==> src/rtl/mem_arbiter.sv <==
// Two-to-one arbiter: instruction port and write-buffer data port onto one memory bus.
// Define ARBITER_ROUND_ROBIN_EN for alternating preference; default is data priority with starvation limit.
module mem_arbiter #(
  parameter int starve_limit = 4
) (
  input  logic        clk,
  input  logic        rst,
  input  logic        imem_valid_i,
  input  logic [31:0] imem_addr_i,
  input  logic        imem_fence_i,
  output logic [31:0] imem_rdata_o,
  output logic        imem_ready_o,
  input  logic        dmem_valid_i,
  input  logic [31:0] dmem_addr_i,
  input  logic [31:0] dmem_wdata_i,
  input  logic [3:0]  dmem_wstrb_i,
  input  logic        dmem_fence_i,
  output logic [31:0] dmem_rdata_o,
  output logic        dmem_ready_o,
  output logic        mem_valid_o,
  output logic [31:0] mem_addr_o,
  output logic [31:0] mem_wdata_o,
  output logic [3:0]  mem_wstrb_o,
  output logic        mem_fence_o,
  output logic        mem_instr_o,
  input  logic [31:0] mem_rdata_i,
  input  logic        mem_ready_i
);

  typedef enum logic [1:0] {IDLE = 2'd0, BUSY_I = 2'd1, BUSY_D = 2'd2} state_t;
  state_t state_q, state_d;

  logic        ipend_q, ifence_q;
  logic [31:0] iaddr_q;
  logic        dpend_q, dfence_q;
  logic [31:0] daddr_q, dwdata_q;
  logic [3:0]  dwstrb_q;

  logic        own_i, own_d, grant_pt;
  logic        i_accept, d_accept, i_cand, d_cand;
  logic        prefer_i, grant_i, grant_d;
  logic [31:0] i_addr, d_addr, d_wdata;
  logic [3:0]  d_wstrb;
  logic        i_fence, d_fence;

  assign own_i    = (state_q == BUSY_I);
  assign own_d    = (state_q == BUSY_D);
  assign grant_pt = rst && ((state_q == IDLE) || mem_ready_i);

  // A pulse is taken only into an empty slot and never while its own transaction still waits for ready.
  assign i_accept = rst && imem_valid_i && !ipend_q && !(own_i && !mem_ready_i);
  assign d_accept = rst && dmem_valid_i && !dpend_q && !(own_d && !mem_ready_i);
  assign i_cand   = ipend_q || i_accept;
  assign d_cand   = dpend_q || d_accept;

  assign i_addr  = ipend_q ? iaddr_q  : imem_addr_i;
  assign i_fence = ipend_q ? ifence_q : imem_fence_i;
  assign d_addr  = dpend_q ? daddr_q  : dmem_addr_i;
  assign d_wdata = dpend_q ? dwdata_q : dmem_wdata_i;
  assign d_wstrb = dpend_q ? dwstrb_q : dmem_wstrb_i;
  assign d_fence = dpend_q ? dfence_q : dmem_fence_i;

  assign grant_i = grant_pt && i_cand && (!d_cand || prefer_i);
  assign grant_d = grant_pt && d_cand && !grant_i;

`ifdef ARBITER_ROUND_ROBIN_EN
  logic rr_q, rr_d;
  assign prefer_i = rr_q;
  assign rr_d     = (grant_pt && i_cand && d_cand) ? ~rr_q : rr_q;

  always_ff @(posedge clk) begin
    if (!rst) rr_q <= 1'b0;
    else      rr_q <= rr_d;
  end
`else
  localparam logic [3:0] LIMIT = 4'(starve_limit);
  logic [3:0] starve_q, starve_d;
  assign prefer_i = (starve_q == LIMIT);

  always_comb begin
    starve_d = starve_q;
    if (grant_i || !i_cand)              starve_d = '0;
    else if (grant_d && starve_q < LIMIT) starve_d = starve_q + 4'd1;
  end

  always_ff @(posedge clk) begin
    if (!rst) starve_q <= '0;
    else      starve_q <= starve_d;
  end
`endif

  always_ff @(posedge clk) begin
    if (!rst) state_q <= IDLE;
    else      state_q <= state_d;
  end

  always_comb begin
    state_d = state_q;
    if (grant_pt) begin
      if (grant_i)      state_d = BUSY_I;
      else if (grant_d) state_d = BUSY_D;
      else              state_d = IDLE;
    end
  end

  always_comb begin
    mem_valid_o = 1'b0;
    mem_instr_o = 1'b0;
    mem_addr_o  = '0;
    mem_wdata_o = '0;
    mem_wstrb_o = '0;
    mem_fence_o = 1'b0;
    if (grant_i) begin
      mem_valid_o = 1'b1;
      mem_instr_o = 1'b1;
      mem_addr_o  = i_addr;
      mem_fence_o = i_fence;
    end else if (grant_d) begin
      mem_valid_o = 1'b1;
      mem_addr_o  = d_addr;
      mem_wdata_o = d_wdata;
      mem_wstrb_o = d_wstrb;
      mem_fence_o = d_fence;
    end
    imem_ready_o = rst && own_i && mem_ready_i;
    imem_rdata_o = (rst && own_i) ? mem_rdata_i : '0;
    dmem_ready_o = rst && own_d && mem_ready_i;
    dmem_rdata_o = (rst && own_d) ? mem_rdata_i : '0;
  end

  always_ff @(posedge clk) begin
    if (!rst) begin
      ipend_q  <= 1'b0;
      iaddr_q  <= '0;
      ifence_q <= 1'b0;
      dpend_q  <= 1'b0;
      daddr_q  <= '0;
      dwdata_q <= '0;
      dwstrb_q <= '0;
      dfence_q <= 1'b0;
    end else begin
      if (grant_i) begin
        ipend_q <= 1'b0;
      end else if (i_accept) begin
        ipend_q  <= 1'b1;
        iaddr_q  <= imem_addr_i;
        ifence_q <= imem_fence_i;
      end
      if (grant_d) begin
        dpend_q <= 1'b0;
      end else if (d_accept) begin
        dpend_q  <= 1'b1;
        daddr_q  <= dmem_addr_i;
        dwdata_q <= dmem_wdata_i;
        dwstrb_q <= dmem_wstrb_i;
        dfence_q <= dmem_fence_i;
      end
    end
  end

`ifndef SYNTHESIS
  always_ff @(posedge clk) begin
    assert (!(rst && imem_valid_i && !i_accept))
      else $error("mem_arbiter: imem request while previous one still in flight; dropped");
    assert (!(rst && dmem_valid_i && !d_accept))
      else $error("mem_arbiter: dmem request while previous one still in flight; dropped");
  end
`endif

endmodule

==> config.mk <==
export PLATFORM = sky130hd
export DESIGN_NAME = mem_arbiter
export DESIGN_NICKNAME = d
export VERILOG_FILES = /design/src/rtl/mem_arbiter.sv
export SDC_FILE = /design/constraint.sdc
export NUM_CORES = 1
export LEC_CHECK = 0
export BUFFER_PORTS_ARGS = -buffer_cell sky130_fd_sc_hd__buf_2
export CAP_MARGIN = 10
export CORE_ASPECT_RATIO = 1.25
export CORE_MARGIN = 2
export CORE_UTILIZATION = 50
export CTS_CLUSTER_SIZE = 8
export DETAILED_ROUTE_END_ITERATION = 10
export GPL_TIMING_DRIVEN = 1
export HOLD_SLACK_MARGIN = 0.08
export PLACE_DENSITY = 0.95
export SYNTH_ARGS = -nofsm -noshare
export SYNTH_HDL_FRONTEND = slang
export SYNTH_SLANG_ARGS = --single-unit
==> constraint.sdc <==
create_clock -name clk -period 2.95 [get_ports clk]
set_input_delay 0 -clock clk [delete_from_list [all_inputs] [get_ports clk]]
set_output_delay 0 -clock clk [all_outputs]
set_load 0.02 [all_outputs]
==> flow_summary.ini <==
[layout]
fin_nets = 1039
layout_commonest_cell = sky130_fd_sc_hd__buf_2
share_of_cells_above_drive_strength_1 = 0.346
fillers = 657
flow.area_growth_from_synthesis_pct = 51.5
storage_cell_area_mm2 = 0.00221
stdcell_area_mm2 = 0.00822
layout_common_cells = sky130_fd_sc_hd__buf_2, sky130_fd_sc_hd__dfxtp_1, sky130_fd_sc_hd__dlygate4sd3_1
multi_input_comb_area_mm2 = 0.00299

[die]
die_h_um = 120
design.die.area_mm2 = 0.0117
initial_utilization = 0.513
placeableCoreArea_mm2 = 0.0106
ios = 276
rows = 42
dieWidth_um = 97.1

[timing]
slew-limit-headroom = 0.368
period_minus_slack_ps = 2680
slew_limit_fails = 0
rsz0062_at_grt = false
tns_ps = 0
final-setup-viol-count = 0
finalHoldViolCount = 0
fmax_mhz = 373
timing.final.ws_setup_ps = 271
max_slew.worst_pin.slew_ps = 949
layout_worst_path_cycle_share = 0.908
fin_skew_ps = 12.3

[global_routing]
gr-usage-met1 = 0.379
first_global_vias = 6281
globalRouteTotalUtil = 0.346
globalRoute.busiestLayer = met2
globalRouteOverflowTotal = 0
grt_pass1_wl_mm = 32.5
grt_util_met3 = 0.0711
grt.met2_usage = 0.638
antenna_found_initial = 2
grt_max_degree = 72

[critical_path]
critPathKind = flip-flop to output port
worst_ep_required_time_ps = 2950
arrival_ps = 2680
cp-end-kind = output port
setup.worst_path.start_class = flip-flop
cp_max_fo = 18

[detailed_routing]
dr.pass1.iters = 6
route.final.wire_length_mm = 21.1
post_detailed_route_drc_marker_count = 0
ant_nets = 0
wl_per_cell_um = 20.3
drt_first_iter_violations = 372
route.detailed.vias_per_inst = 5.86
vias = 6084

[logic_synthesis]
synth_seq_cells = 110
synthesized_instance_count = 547
synth.yosys.seq_area_share = 0.406
post_synth_num_cell_types = 35
synth_area_mm2 = 0.00542
synth.net_count = 688
syn_avg_cell_area_um2 = 9.91
yosys_warns = 0

[clock_network]
ctsHtreeMaxLevel = 3
postCtsResizedCells = 0
clk_latency_ps = 340
number_of_buffers_inserted_during_clock_tree_synthesis = 9
clk_path_buf_depth = 2
clk_pin_slew_worst_paths_ps = 70
clock_sinks = 110
tritoncts_clock_tree = built
clock_root_buffer = sky130_fd_sc_hd__clkbuf_16

[placement]
post-place-ws_ps = 720
gpl.final_weighted_congestion = 0.899
port_buffers = 275
hpwlAfterDp_mm = 12.4
placedInstanceArea_mm2 = 0.00687

[pwr]
peakVddDrop_v = 0.000279
p_leak_nw = 3.87
power_per_cell_area_mw_per_mm2 = 451

[run]
max_cap_violations = 0

[worst_hold_path]
worstHoldPathType = input pin to flip-flop

[run_status]
run_status = completed
## worst max-delay path: stages, from the launching register on
cell                      delay, ps
sky130_fd_sc_hd__dfxtp_1        430
sky130_fd_sc_hd__or4b_1         480
sky130_fd_sc_hd__and3_1         230
sky130_fd_sc_hd__or2_1          470
sky130_fd_sc_hd__buf_4          330
sky130_fd_sc_hd__o22ai_1        170
sky130_fd_sc_hd__buf_2          210
## synth_stat cells, drive strengths merged
cell,number,share of area
a21oi,3,0.0028
nand2b,3,0.0035
o2111a,1,0.0021
mux2i,103,0.19
nand2,4,0.0028
buf,21,0.020
clkbuf,29,0.020
o21ai,1,0.00092
nor3b,2,0.0028
and2,66,0.076
nand4,2,0.0023
dfxtp,110,0.41
o221ai,1,0.0016
nor2,41,0.028
o21a,2,0.0028
xnor2,1,0.0016
ha,2,0.0046
inv,8,0.0055
and4,1,0.0016
or2,1,0.0012
o22ai,34,0.040
and3,1,0.0012
nand3b,2,0.0028
a21o,1,0.0014
o211ai,1,0.0023
o21bai,1,0.0021
a22o,102,0.16
a211oi,1,0.0037
or4b,2,0.0044
## sequential cells by signal, indices dropped and copies added, names as in the netlist
name      cells
ipend_q       1
starve_q      4
iaddr_q      32
dwdata_q     32
dwstrb_q      4
dpend_q       1
state_q       2
ifence_q      1
daddr_q      32
dfence_q      1
## per-layer routing
metal / share of wire / wire (um)
met5: 0.00062 / 13
met4: 0.040 / 851
met3: 0.078 / 1650
met2: 0.51 / 10700
met1: 0.37 / 7840
## cell families after synthesis
| group | Yosys count | synth area share |
|---|---|---|
| AO/OA/AOI/OAI | 148 | 0.225 |
| AND/OR/NAND/NOR | 125 | 0.127 |
| flip-flops | 110 | 0.406 |
| XOR/XNOR | 1 | 0.00162 |
| buffers and inverters | 58 | 0.0459 |
| multiplexers | 103 | 0.190 |
| adder cells (fa/ha/maj) | 2 | 0.00461 |
## layout make-up
| class | instances | share of cell area |
|---|---|---|
| diodes | 3 | 0.000914 |
| repair buffers | 390 | 0.307 |
| multi-input cells | 379 | 0.364 |
| flip-flops and latches | 110 | 0.269 |
| inverters | 8 | 0.00365 |
| clock buffers | 12 | 0.0324 |
| well taps | 132 | 0.0201 |
| clock inverters | 4 | 0.00335 |
## where the power goes
part	switching (mW)	total, mW	internal, mW
clock network	0.545	1.19	0.645
registers	0.0394	1.59	1.55
logic	0.519	0.925	0.406
## stage by stage
stage	power, mW	hold slack, ps	cells	util
final	3.71	112	1038	0.778
after CTS	3.67	99.2	1035	0.777
after floorplan	2.10	126	547	-
after global placement	2.38	224	915	0.651
after detailed placement	2.39	230	915	0.651
after global routing	3.82	135	1035	0.777
## path summary, 6_finish.rpt
kind	from	end	slack, ps	cells past startpoint
worst max-delay path	state_q[1]	mem_addr_o[9]	270	6
worst min-delay path	dmem_valid_i	dpend_q	110	3
worst max register to register	starve_q[0]	dwdata_q[15]	770	7
worst min register to register	iaddr_q[8]	iaddr_q[8]	480	1
## what timing repair did
action,CTS,global route
hold buffers,104,0
setup endpoints to repair,0,0
endpoints found under the hold margin,104,0
buffers inserted,0,0
Power figures use the tool's default switching activity.
